--- src/rtl/control_multicycle.sv ---
// Multicycle control unit for an accumulator CPU.
// It owns the PC, the IR and a return-address stack, and decodes each instruction into datapath strobes.
module control_multicycle #(
  parameter int unsigned OPERAND_WIDTH     = 11,
  parameter int unsigned OPCODE_WIDTH      = 5,
  parameter int unsigned INSTRUCTION_WIDTH = OPCODE_WIDTH + OPERAND_WIDTH,
  parameter int unsigned STACK_DEPTH       = 4
) (
  input  logic                         clock_in,
  input  logic                         reset_in,
  input  logic [INSTRUCTION_WIDTH-1:0] instruction_in,
  input  logic                         instr_valid_in,
  output logic                         instr_req_out,
  output logic [OPERAND_WIDTH-1:0]     pc_out,
  input  logic                         status_Z_in,
  input  logic                         status_N_in,
  output logic [OPERAND_WIDTH-1:0]     address_out,
  output logic [OPERAND_WIDTH-1:0]     operand_out,
  output logic [1:0]                   sel_A_out,
  output logic                         sel_B_out,
  output logic                         alu_op_out,
  output logic                         data_memory_wr_out,
  output logic                         acc_wr_out,
  output logic                         status_wr_out,
  output logic                         acc_reset_out,
  output logic                         status_reset_out,
  output logic                         halted_out,
  output logic                         error_out,
  output logic                         illegal_out
);

  localparam int unsigned SpW  = $clog2(STACK_DEPTH + 1);
  localparam int unsigned IdxW = (STACK_DEPTH > 1) ? $clog2(STACK_DEPTH) : 1;

  localparam logic [OPCODE_WIDTH-1:0] OpHlt  = OPCODE_WIDTH'(0);
  localparam logic [OPCODE_WIDTH-1:0] OpSto  = OPCODE_WIDTH'(1);
  localparam logic [OPCODE_WIDTH-1:0] OpLd   = OPCODE_WIDTH'(2);
  localparam logic [OPCODE_WIDTH-1:0] OpLdi  = OPCODE_WIDTH'(3);
  localparam logic [OPCODE_WIDTH-1:0] OpAdd  = OPCODE_WIDTH'(4);
  localparam logic [OPCODE_WIDTH-1:0] OpAddi = OPCODE_WIDTH'(5);
  localparam logic [OPCODE_WIDTH-1:0] OpSub  = OPCODE_WIDTH'(6);
  localparam logic [OPCODE_WIDTH-1:0] OpSubi = OPCODE_WIDTH'(7);
  localparam logic [OPCODE_WIDTH-1:0] OpBeq  = OPCODE_WIDTH'(8);
  localparam logic [OPCODE_WIDTH-1:0] OpBne  = OPCODE_WIDTH'(9);
  localparam logic [OPCODE_WIDTH-1:0] OpBgt  = OPCODE_WIDTH'(10);
  localparam logic [OPCODE_WIDTH-1:0] OpBge  = OPCODE_WIDTH'(11);
  localparam logic [OPCODE_WIDTH-1:0] OpBlt  = OPCODE_WIDTH'(12);
  localparam logic [OPCODE_WIDTH-1:0] OpBle  = OPCODE_WIDTH'(13);
  localparam logic [OPCODE_WIDTH-1:0] OpJmp  = OPCODE_WIDTH'(14);
  localparam logic [OPCODE_WIDTH-1:0] OpCall = OPCODE_WIDTH'(15);
  localparam logic [OPCODE_WIDTH-1:0] OpRet  = OPCODE_WIDTH'(16);

  typedef enum logic [1:0] {StInit, StFetch, StExec, StHalt} state_e;

  state_e                           state_q, state_d;
  logic [OPERAND_WIDTH-1:0]         pc_q, pc_d;
  logic [INSTRUCTION_WIDTH-1:0]     ir_q, ir_d;
  logic [SpW-1:0]                   sp_q, sp_d;
  logic [OPERAND_WIDTH-1:0]         stack_q [STACK_DEPTH];
  logic [OPERAND_WIDTH-1:0]         stack_d [STACK_DEPTH];
  logic                             error_q, error_d;

  logic [OPCODE_WIDTH-1:0]          opcode;
  logic [OPERAND_WIDTH-1:0]         operand;
  logic [OPERAND_WIDTH-1:0]         pc_inc;
  logic [IdxW-1:0]                  push_idx, pop_idx;

  assign opcode   = ir_q[INSTRUCTION_WIDTH-1 -: OPCODE_WIDTH];
  assign operand  = ir_q[OPERAND_WIDTH-1:0];
  assign pc_inc   = pc_q + OPERAND_WIDTH'(1);
  assign push_idx = IdxW'(sp_q);
  assign pop_idx  = IdxW'(sp_q - SpW'(1));

  assign pc_out      = pc_q;
  assign address_out = operand;
  assign operand_out = operand;
  assign halted_out  = (state_q == StHalt);
  assign error_out   = error_q;

  always_comb begin
    state_d            = state_q;
    pc_d               = pc_q;
    ir_d               = ir_q;
    sp_d               = sp_q;
    stack_d            = stack_q;
    error_d            = error_q;
    instr_req_out      = 1'b0;
    sel_A_out          = 2'b00;
    sel_B_out          = 1'b0;
    alu_op_out         = 1'b0;
    data_memory_wr_out = 1'b0;
    acc_wr_out         = 1'b0;
    status_wr_out      = 1'b0;
    acc_reset_out      = 1'b0;
    status_reset_out   = 1'b0;
    illegal_out        = 1'b0;

    case (state_q)
      StInit: begin
        acc_reset_out    = 1'b1;
        status_reset_out = 1'b1;
        state_d          = StFetch;
      end
      StFetch: begin
        instr_req_out = 1'b1;
        if (instr_valid_in) begin
          ir_d    = instruction_in;
          state_d = StExec;
        end
      end
      StExec: begin
        state_d = StFetch;
        pc_d    = pc_inc;
        case (opcode)
          OpHlt: begin
            pc_d    = pc_q;
            state_d = StHalt;
          end
          OpSto: data_memory_wr_out = 1'b1;
          OpLd:  acc_wr_out = 1'b1;
          OpLdi: begin
            acc_wr_out = 1'b1;
            sel_A_out  = 2'b01;
          end
          OpAdd, OpAddi, OpSub, OpSubi: begin
            acc_wr_out    = 1'b1;
            status_wr_out = 1'b1;
            sel_A_out     = 2'b10;
            sel_B_out     = (opcode == OpAddi) || (opcode == OpSubi);
            alu_op_out    = (opcode == OpSub) || (opcode == OpSubi);
          end
          OpBeq: if (status_Z_in) pc_d = operand;
          OpBne: if (!status_Z_in) pc_d = operand;
          OpBgt: if (!status_Z_in && !status_N_in) pc_d = operand;
          OpBge: if (!status_N_in) pc_d = operand;
          OpBlt: if (status_N_in) pc_d = operand;
          OpBle: if (status_Z_in || status_N_in) pc_d = operand;
          OpJmp: pc_d = operand;
          OpCall: begin
            if (sp_q == SpW'(STACK_DEPTH)) begin
              pc_d    = pc_q;
              error_d = 1'b1;
              state_d = StHalt;
            end else begin
              stack_d[push_idx] = pc_inc;
              sp_d              = sp_q + SpW'(1);
              pc_d              = operand;
            end
          end
          OpRet: begin
            if (sp_q == '0) begin
              pc_d    = pc_q;
              error_d = 1'b1;
              state_d = StHalt;
            end else begin
              sp_d = sp_q - SpW'(1);
              pc_d = stack_q[pop_idx];
            end
          end
          default: illegal_out = 1'b1;
        endcase
      end
      StHalt: ;
      default: state_d = StInit;
    endcase

    // A reset arriving during EXECUTE must not let any write strobe escape.
    if (reset_in) begin
      data_memory_wr_out = 1'b0;
      acc_wr_out         = 1'b0;
      status_wr_out      = 1'b0;
      illegal_out        = 1'b0;
    end
  end

  always_ff @(posedge clock_in) begin
    if (reset_in) begin
      state_q <= StInit;
      pc_q    <= '0;
      ir_q    <= '0;
      sp_q    <= '0;
      error_q <= 1'b0;
      for (int i = 0; i < int'(STACK_DEPTH); i++) begin
        stack_q[i] <= '0;
      end
    end else begin
      state_q <= state_d;
      pc_q    <= pc_d;
      ir_q    <= ir_d;
      sp_q    <= sp_d;
      error_q <= error_d;
      stack_q <= stack_d;
    end
  end

endmodule

--- config.mk ---
export PLATFORM = sky130hd
export DESIGN_NAME = control_multicycle
export DESIGN_NICKNAME = d
export VERILOG_FILES = /design/src/rtl/control_multicycle.sv
export SDC_FILE = /design/constraint.sdc
export NUM_CORES = 1
export LEC_CHECK = 0
export CORE_UTILIZATION = 58
export CTS_CLUSTER_DIAMETER = 40
export CTS_CLUSTER_SIZE = 25
export DETAILED_ROUTE_END_ITERATION = 7
export PLACE_DENSITY = 0.95
export RECOVER_POWER = 25
export SYNTH_ARGS = -nofsm -noshare
export SYNTH_HDL_FRONTEND = slang
export SYNTH_SLANG_ARGS = --single-unit
--- constraint.sdc ---
create_clock -name clock_in -period 6.52 [get_ports clock_in]
set_input_delay 0.652 -clock clock_in [delete_from_list [all_inputs] [get_ports clock_in]]
set_output_delay 0.652 -clock clock_in [all_outputs]
set_load 0.01 [all_outputs]
==> metrics.md <==
| Metric | Value |
|---|---|
| DP Area | around 4800 um^2 |
| Post-Syn Instances | between 400 and 500 |
| H-tree depth | 3 |
| Slew @ Worst Pin | roughly 1.1 ns |
| Final WL | around 11 mm |
| Slew Viols, Final | 0 |
| DRC | 0 |
| Arrival @ worst endpoint | 3.40 ns |
| P per Cell Area | about 200 nW/um^2 |
| Share of cells above drive strength 1 | 0.08046 |
| Post-detailed-route via-to-cell ratio | ~6.2 |
| First-pass iteration count of the detailed router | 5 |
| Filler cells | between 500 and 600 |
| Net Switching | about 0.00028 W |
| Syn Area/Cell | between 8 and 9 um^2 |
| Root Driver | clkbuf_8 |
| CP Class | reg2reg |
| Antenna cells | 0 |
| Hold Crit Class | reg2reg |
| Yosys top cell by area | dfxtp_1 |
| Initial antenna violation count | 0 |
| CTS resizes | 0 |
| Die width | about 88 um |
| Initial Util | 0.5990 |
| Post-Syn Area | about 4300 um^2 |
| Crit Path Max Fanout | 15 |
| Clock power frac | 0.381 |
| CTS max path bufs | 2 |
| Vias post-DR | between 3000 and 4000 |
| Largest net degree at the start of global routing | 63 |
| Placed cell count | roughly 610 |
| IR drop worst, VDD | ~0.11 mV |
| Seq pwr share | 0.495 |
| Finished Layout Cells | ~620 |
| Global route overflow | 0 |
| Status | finished, final reports clean |
| Row cnt | 31 |
| Crit end category | register |
| Comb pwr share | 0.124 |
| CTS Hold Bufs | 0 |
| Synth top area cells | dfxtp_1 36%, a211oi_1 7.3%, mux4_2 5.7%, nor2_1 5.0%, nand2_1 4.3% |
| Most common library cells after synthesis | 77 x dfxtp_1, 57 x nor2_1, 49 x nand2_1, 42 x a211oi_1, 30 x a21oi_1 |
| First-pass GRT wire length | 17.29 mm |
| Final instance area | 4970 um^2 |
| Area Overhead vs Synth | 15.00% |
| Sum of negative setup slack | 0 ns |
| Flip-flop and latch area | between 1500 and 2000 um^2 |
| Syn nets | 531 |
| Clock sink count | 77 |
| Clk_skew | 0.01394 ns |
| Post-Place Worst Slack | between 3 and 4 ns |
| Port bufs | between 60 and 70 |
| Area of the multi-input gates | 2385 um^2 |
| Yosys warns | 0 |
| TritonCTS Buffers | 9 |
| Worst rel slew slack | 0.2619 |
| Gr usage total | 0.2896 |
| Pleak | around 1.6 nW |
| Slowest CP cell | dfxtp_1 |
| Core Region | slightly above 7000 um^2 |
| CP Data Required Time | slightly below 7 ns |
| RSZ-0062 raised after global routing | no |
| Post-synth top flop | dfxtp_1 |
| Crit path cell chain | inv_1 > ha_1 > mux4_2 > a211o_1 > a311o_1 > a32o_1 |
| Die ar. | around 7800 um^2 |
| Final WS setup | ~3.4 ns |
| Sw Share | 0.2801 |
| Max-Cap Viols | 0 |
| Number of synthesized flops with an enable pin | 0 |
| Clock latency on the worst-skew pair | between 0.3 and 0.4 ns |
| Final cycle utilization of the critical path | 0.4841 |
| 1st-iter DRT viols | 282 |
| Detail Placement HPWL | roughly 7.6 mm |
| CP Launch Type | register |
| Int Pwr | 0.0007132 W |
| Async SR Flop Fraction | 0 |
| Fin nets | between 500 and 600 |
| Sequential area share after synthesis | 0.3567 |
| Final setup viols | 0 |
| Most common cell in the netlist | dfxtp_1 |
| Gpl congestion | between 0.9 and 1 |
| Seq cells post-synth | 77 |
| Hold Fails Final Rpt | 0 |
| Setup bufs post-CTS | 0 |
| Worst Hold Slack | a little under 0.5 ns |
| Antenna-violating nets left | 0 |
| Post-synth top area share | 0.3567 |
| Critical Path Max Stage Delay | ~0.89 ns |
| Die height | about 88 um |
| Vias in the first global route | around 3500 |
| Achievable clock frequency | around 320 MHz |
| Wire per inst | around 17 um |
| CTS tree | yes |
| Num ports | 67 |
| Clk slew on worst S/H paths | 0.08 ns |
| Synth cell types | 63 |
| Tmin final | 3.156 ns |
## state kept, by name, summed over array words and instances, names as in the netlist
name	count
stack_q	44
error_out	1
state_q	2
sp_q	3
pc_out	11
ir_q	16
## area by class of cell
class / instances / share of cell area
clock buffer: 9 / 0.02492
multi-input combinational: 348 / 0.4799
sequential: 77 / 0.3102
timing repair buffer: 67 / 0.1334
clock inverter: 7 / 0.01611
inverter: 14 / 0.01057
tap: 99 / 0.02492
## stage by stage
step	util	power, W
2_1_floorplan	-	0.0005860
3_3_place_gp	0.6606	0.0006196
3_5_place_dp	0.6606	0.0006235
4_1_cts	0.6889	0.0009929
5_1_grt	0.6889	0.001022
6_report	0.6889	0.0009906
## path summary, 6_finish.rpt
kind,from,endpoint,slack [ns],cells after the start
worst min register to register,error_out,error_out,0.49,2
worst max-delay path,sp_q[0],pc_out[7],3.36,6
worst min-delay path,error_out,error_out,0.49,2
worst max register to register,sp_q[0],pc_out[7],3.36,6
## cell usage in the layout, fill, tap and decap left out, types with 12 or more instances in the layout
| master | Yosys | routed |
|---|---|---|
| clkdlybuf4s50_1 | 0 | 52 |
| a21oi_1 | 30 | 30 |
| dlygate4sd3_1 | 0 | 13 |
| nor2_1 | 57 | 57 |
| dfxtp_1 | 77 | 77 |
| o21ai_0 | 13 | 13 |
| inv_1 | 14 | 14 |
| nand2_1 | 49 | 49 |
| ha_1 | 12 | 12 |
| a211oi_1 | 42 | 42 |
## worst max-delay path: cells and delay by family (launching register included)
family,cells,cell delay [ns]
adders and majority gates,1,0.70
muxes,1,0.39
DFF,1,0.89
AOI/OAI and AO/OA,3,0.83
buffers and inverters,1,0.23
## cells by family (layout without fill, tap and decap cells)
| logic type | Yosys count | in the layout | share of synthesized area |
|---|---|---|---|
| compound gates | 132 | 132 | 0.2197 |
| flops | 77 | 77 | 0.3567 |
| buf+inv | 73 | 97 | 0.09149 |
| simple gates | 171 | 171 | 0.1928 |
| xor+xnor | 13 | 13 | 0.02635 |
| mux | 20 | 20 | 0.07817 |
| fa+ha+maj | 12 | 12 | 0.03474 |
## layer usage
layer | global-route usage | share of wire | vias up
met5 | 0 | 0 | -
met3 | 0.04198 | 0.074 | 30
li1 | - | - | 1815
met1 | 0.3905 | 0.42 | 1830
met4 | 0.1672 | 0.035 | 0
met2 | 0.4448 | 0.47 | 171
## power groups by stage
stage | logic [W] | registers [W] | clock network, W
global placement | 0.000120 | 0.000500 | 0
finish | 0.000123 | 0.000490 | 0.000378
detailed placement | 0.000123 | 0.000501 | 0
global route | 0.000134 | 0.000492 | 0.000396
CTS | 0.000123 | 0.000490 | 0.000380
floorplan | 0.0000922 | 0.000494 | 0
(Power assumes the default switching activity.)
==> RTL edit 1: new RTL, config.mk and constraints unchanged <==
The parameter `OPCODE_WIDTH` goes from 5 to 6.
--- a/src/rtl/control_multicycle.sv
+++ b/src/rtl/control_multicycle.sv
@@ -4,3 +4,3 @@
   parameter int unsigned OPERAND_WIDTH     = 11,
-  parameter int unsigned OPCODE_WIDTH      = 5,
+  parameter int unsigned OPCODE_WIDTH      = 6,
   parameter int unsigned INSTRUCTION_WIDTH = OPCODE_WIDTH + OPERAND_WIDTH,
Ports: changed (resized instruction_in); port bits go from 67 to 68. No check against the original RTL was run, so the function may have changed too.
==> RTL edit 1 against the unedited design <==
  * Power down 1.4%
  * First-iteration DRC count up 41%
  * Area after synthesis shrank 2.4%
  * Final area down 1.8%
  * Synthesized cell count shrank 1.6%
  * Wire length grew 1.5%
  * Global-route usage rose by 0.85 points
  * Cell count down 1.4%
  * Sequential cell count rose by 1
  * Setup slack worse by 0.12 ns
  * Critical endpoint unchanged
  * Largest power group unchanged
  * Highest routed layer unchanged
==> RTL edit 1: results (changes against the unedited design) <==
----------------------------------------------------
[Layout]
  Fraction of layout cells with a size suffix above 1 ... 0.07364 (-0.006816)
  Post-layout net count ... 545 (-0.91%)

[Status]
  Outcome ... finished clean

[Logic synthesis]
  Post-Syn Nets ... 524 (-1.3%)
  Number of distinct library cells after synthesis ... 61 (-3.2%)
  Synth Area in Adders ... 0.03560 (+0.0008554)
  Share of synthesized area spent on multiplexers ... 0.08158 (+0.003408)
  Part of the Yosys area used for sequential elements ... 0.3702 (+0.01353)
  Share of the synthesized netlist area taken by xor and xnor gates ... 0.02699 (+0.0006487)
  Most instantiated cells after synthesis ... sky130_fd_sc_hd__dfxtp_1, sky130_fd_sc_hd__nor2_1, sky130_fd_sc_hd__nand2_1

[Timing]
  Clock Skews ... 0.01355 ns (-0.0003899 ns)
  Pin slew with the least headroom to its limit ... 0.9635 ns (-0.1413 ns)

[Routing]
  DRC violation total after the first TritonRoute iteration ... 398 (+41%)
  Pre-Repair DR Iteration Count ... 6 (+1)
  DR vias/cell ... 6.141 (-0.85%)

[GRT]
  GR Layer Usage met2 ... 0.4851 (+0.04033)
  First-pass GRT wire length ... 17370 um (+0.44%)
  Pin count of the biggest net entering global routing ... 77 (+22%)
  GRT met3 Usage ... 0.08531 (+0.04333)
  Total global-route track usage ... 0.2981 (+0.008471)
  Vias in the first global route ... 3537 (+0.97%)

[Worst setup path]
  Crit-path max FO ... 22 (+7)
  Data arrival time of the critical path ... 3.53 ns (+0.13 ns)
  Setup slack, reg-to-reg ... 3.24 ns (-0.12 ns)

[Power]
  Leak Pwr ... 0.001640 uW (-0.24%)
  Worst IR Drop VDD ... 0.1080 mV (-1.7%)

[Placement]
  Placed Area ... 4679 um^2 (-1.8%)
  DP HPWL ... 7216 um (-5.2%)

[Floorplanning]
  Area of the core ... 6907 um^2 (-4.3%)

----------------------------------------------------
-- RTL edit 1: how the worst min path moves through the flow --
| stage | to | depth (start not counted) | start |
|---|---|---|---|
| finish | stack_q[34] | 2 | stack_q[34] |
| global route | stack_q[34] | 2 | stack_q[34] |
| CTS | stack_q[34] | 2 | stack_q[34] |
| detailed placement | stack_q[34] | 2 | stack_q[34] |
| global placement | stack_q[34] | 2 | stack_q[34] |
| floorplan | stack_q[34] | 2 | stack_q[34] |
-- RTL edit 1: critical path: stages (launching register included) --
cell	delay (ns)
sky130_fd_sc_hd__dfxtp_1	0.92
sky130_fd_sc_hd__inv_1	0.20
sky130_fd_sc_hd__ha_1	0.37
sky130_fd_sc_hd__nor4b_1	0.19
sky130_fd_sc_hd__a22o_1	0.21
sky130_fd_sc_hd__a311o_1	0.60
sky130_fd_sc_hd__a221oi_1	0.31
sky130_fd_sc_hd__o21ai_0	0.16
sky130_fd_sc_hd__and3_1	0.21
-- RTL edit 1: stage by stage --
step	std cells	hold slack (ns)	worst slack (ns)
floorplan	490	0.4332	3.875
CTS	612	0.4678	3.242
detailed placement	596	0.4553	3.297
finish	612	0.4676	3.244
global route	612	0.4933	2.831
global placement	596	0.4480	3.418
-- RTL edit 1: metal layers --
metal,part of all wire,up-vias
li1,-,1774
met1,0.41,1752
met2,0.48,203
met3,0.091,29
met4,0.022,0
met5,0,-
-- RTL edit 1: power groups by stage --
stage / clock [uW] / combinational, uW / sequential (uW)
3_3_place_gp: 0 / 100 / 509
4_1_cts: 380 / 103 / 498
3_5_place_dp: 0 / 103 / 509
6_report: 375 / 103 / 499
2_1_floorplan: 0 / 76.0 / 501
5_1_grt: 401 / 112 / 500
-- RTL edit 1: area by class of cell --
cell class                      count  area, um^2
Clock buffer                        9       123.9
Fill cell                         494        2024
Tap cell                           96       120.1
Sequential cell                    78        1562
Timing Repair Buffer               68       673.1
Multi-Input combinational cell    337        2261
Clock inverter                      7       78.83
Inverter                           17       63.81
-- RTL edit 1: logic make-up (layout without fill, tap and decap cells) --
kind of cell | count (synthesis) | in the layout
adders and majority gates | 12 | 12
and+or+nand+nor | 169 | 169
DFF | 78 | 78
buffers and inverters | 75 | 101
muxes | 20 | 20
AOI/OAI and AO/OA | 123 | 123
xor gates and xnor gates | 13 | 13
==> RTL edit 2: new RTL, config.mk and constraints unchanged <==
Made on the original files. `pc_q` no longer has a reset.
--- a/src/rtl/control_multicycle.sv
+++ b/src/rtl/control_multicycle.sv
@@ -178,3 +178,2 @@
       state_q <= StInit;
-      pc_q    <= '0;
       ir_q    <= '0;
@@ -187,3 +186,2 @@
       state_q <= state_d;
-      pc_q    <= pc_d;
       ir_q    <= ir_d;
@@ -195,2 +193,6 @@
 
+  always_ff @(posedge clock_in) begin
+    pc_q <= pc_d;
+  end
+
 endmodule
Formal check against the unedited RTL: differs if reset_in is asserted again (counterexample within 4 cycles, from zero or initial values and one cycle with reset_in high); with reset_in held inactive, the same outputs for 4 cycles.
==> RTL edit 2 against the unedited design <==
  * The run now ends with design-rule violations left
  * Maximum frequency shrank 8.4%
  * Setup slack got worse by 0.29 ns
  * Power increased by 3.5%
  * First-iteration DRC count down 3.9%
  * Sequential power grew 2%
  * Count of clock-buffer cells in the layout increased by 1
  * Hold slack worse by 0.012 ns
  * Area after synthesis fell by 9.1%
  * Cell count is 13% lower
  * Wire length shrank 12%
  * Clock skew hardly changed
  * Sequential cell count did not move
  * Final area fell by 7.0%
==> RTL edit 2: results (changes against the unedited design) <==
----------------------------------------------------
[Clock network]
  Post-cts resize count ... 0 (unchanged)
  Clock insertion delay at the later pin of the skew report ... 0.36 ns (about the same)
  CTS clock-pin slew for the worst setup and hold paths ... 0.09 ns
  Postcts setup bufs ... 0 (unchanged)
  Number of CTS-inserted buffers ... 9 (unchanged)
  Maximum buffer depth of the clock tree ... 2 (unchanged)
  # H-tree levels ... 3 (unchanged)
  Clock root buffer ... sky130_fd_sc_hd__clkbuf_8

[Routing]
  Post-route DRC ... 9 (+9)
  Pre-Repair DR Iteration Count ... 8 (+3)
  Wire length per cell after detailed routing ... 17.56 um (+1.6%)
  Count of vias placed by the detailed router ... 3362 (-13%)
  DRC violation total after the first TritonRoute iteration ... 271 (-3.9%)

[Logic synthesis]
  Synth async-reset ratio ... 0 (unchanged)
  Count of synthesis-stage warnings from yosys ... 0 (unchanged)
  Number of enable-type register cells in the synthesized netlist ... 11 (+11)
  Most instantiated cells after synthesis ... sky130_fd_sc_hd__dfxtp_1, sky130_fd_sc_hd__nor2_1, sky130_fd_sc_hd__nand2_1
  Ranking of synthesized cells by area ... sky130_fd_sc_hd__dfxtp_1, sky130_fd_sc_hd__edfxtp_1, sky130_fd_sc_hd__a211oi_1, sky130_fd_sc_hd__mux4_2, sky130_fd_sc_hd__buf_4
  Post-Syn Nets ... 462 (-13%)
  Mean instance size in the synthesized netlist ... 9.158 um^2 (+5.5%)
  Part of the Yosys area used for sequential elements ... 0.4204 (+0.06369)
  Number of distinct library cells after synthesis ... 45 (-29%)

[Worst setup path]
  Crit-path max FO ... 19 (+4)
  Data arrival time of the critical path ... 3.70 ns (+0.30 ns)

[GRT]
  Number of antenna violations at the first check in global routing ... 0 (unchanged)
  Pin count of the biggest net entering global routing ... 71 (+13%)
  Total global-route track usage ... 0.2770 (-0.01262)
  Vias in the first global route ... 3226 (-7.9%)
  First-pass GRT wire length ... 15480 um (-10%)

[Flow run]
  Max cap viols ... 0 (unchanged)

[Placement]
  RD Place Congestion ... 0.8387 (-9.2%)
  Cell count after placement ... 522 (-14%)
  Port bufs ... 66 (unchanged)
  DP HPWL ... 6321 um (-17%)

[Min path]
  Worst hold-check path type ... flip-flop to flip-flop

[Timing]
  Clock Skews ... 0.01391 ns (-0.00002200 ns)
  Pin slew with the least headroom to its limit ... 1.194 ns (+0.08962 ns)

[Layout]
  Ant diodes ... 0 (unchanged)
  Largest reg by FF count ... stack_q
  Post-layout net count ... 489 (-11%)
  Flip-flop count of the largest register, all copies and words added ... 44 (unchanged)
  Fraction of layout cells with a size suffix above 1 ... 0.06725 (-0.01321)
  Post-route insts no fill ... 538 (-13%)

[Status]
  Failing checks ... design-rule violations
  Outcome ... complete, but fails checks

[Power]
  Worst IR Drop VDD ... 0.1104 mV (+0.52%)
  Leak Pwr ... 0.001570 uW (-4.5%)

----------------------------------------------------
-- RTL edit 2: cell types whose count changed after synthesis, moves of 7 or more --
| cell | before | now |
|---|---|---|
| sky130_fd_sc_hd__a211oi_1 | 42 | 34 |
| sky130_fd_sc_hd__a22oi_1 | 2 | 9 |
| sky130_fd_sc_hd__dfxtp_1 | 77 | 66 |
| sky130_fd_sc_hd__edfxtp_1 | 0 | 11 |
-- RTL edit 2: metrics by stage --
stage / cell area [um^2] / setup WS (ns) / power (uW)
after CTS: 4619 / 3.101 / 1029
after global placement: 4380 / 3.564 / 601.9
after global routing: 4619 / 2.803 / 1057
final: 4619 / 3.074 / 1025
after detailed placement: 4380 / 3.290 / 606.2
after floorplan: 3929 / 3.834 / 572.9
-- RTL edit 2: cell families after synthesis --
kind of cell,synth area share
compound gates,0.1672
xor+xnor,0.02452
fa+ha+maj,0.03822
buf+inv,0.09172
flops,0.4204
mux,0.09618
simple gates,0.1618
-- RTL edit 2: cell type report --
type / instances / area (um^2)
clock inverters: 6 / 111.4
repair buffers: 68 / 670.6
well taps: 77 / 96.34
multi-input cells: 288 / 1917
clock buffers: 10 / 127.6
inverters: 12 / 45.04
flip-flops and latches: 77 / 1652
fillers: 435 / 1839
-- RTL edit 2: power by group --
group | leakage (uW) | total [uW] | switching [uW] | internal [uW]
sequential | 0.000632 | 500 | 12.0 | 488
clock | 0.000116 | 432 | 178 | 254
combinational | 0.000822 | 93.1 | 50.0 | 43.2
-- RTL edit 2: worst paths after layout --
check | from | endpoint | slack [ns] | depth (start not counted)
max reg2reg | sp_q[0] | stack_q[29] | 3.07 | 6
min reg2reg | error_out | error_out | 0.48 | 2
min | error_out | error_out | 0.48 | 2
max | sp_q[0] | stack_q[29] | 3.07 | 6
-- RTL edit 2: routing by layer --
layer | vias to the layer above | global-route usage | part of all wire
li1 | 1546 | - | -
met1 | 1611 | 0.3394 | 0.40
met2 | 173 | 0.4784 | 0.50
met3 | 32 | 0.04621 | 0.071
met4 | 0 | 0.1285 | 0.028
met5 | - | 0 | 0
-- RTL edit 2: critical path, stage by stage, from the launching register on --
cell,delay [ns]
sky130_fd_sc_hd__dfxtp_1,0.88
sky130_fd_sc_hd__inv_1,0.28
sky130_fd_sc_hd__ha_1,0.34
sky130_fd_sc_hd__a2111oi_1,0.67
sky130_fd_sc_hd__and2_1,0.72
sky130_fd_sc_hd__nor2_1,0.15
sky130_fd_sc_hd__a211oi_1,0.31
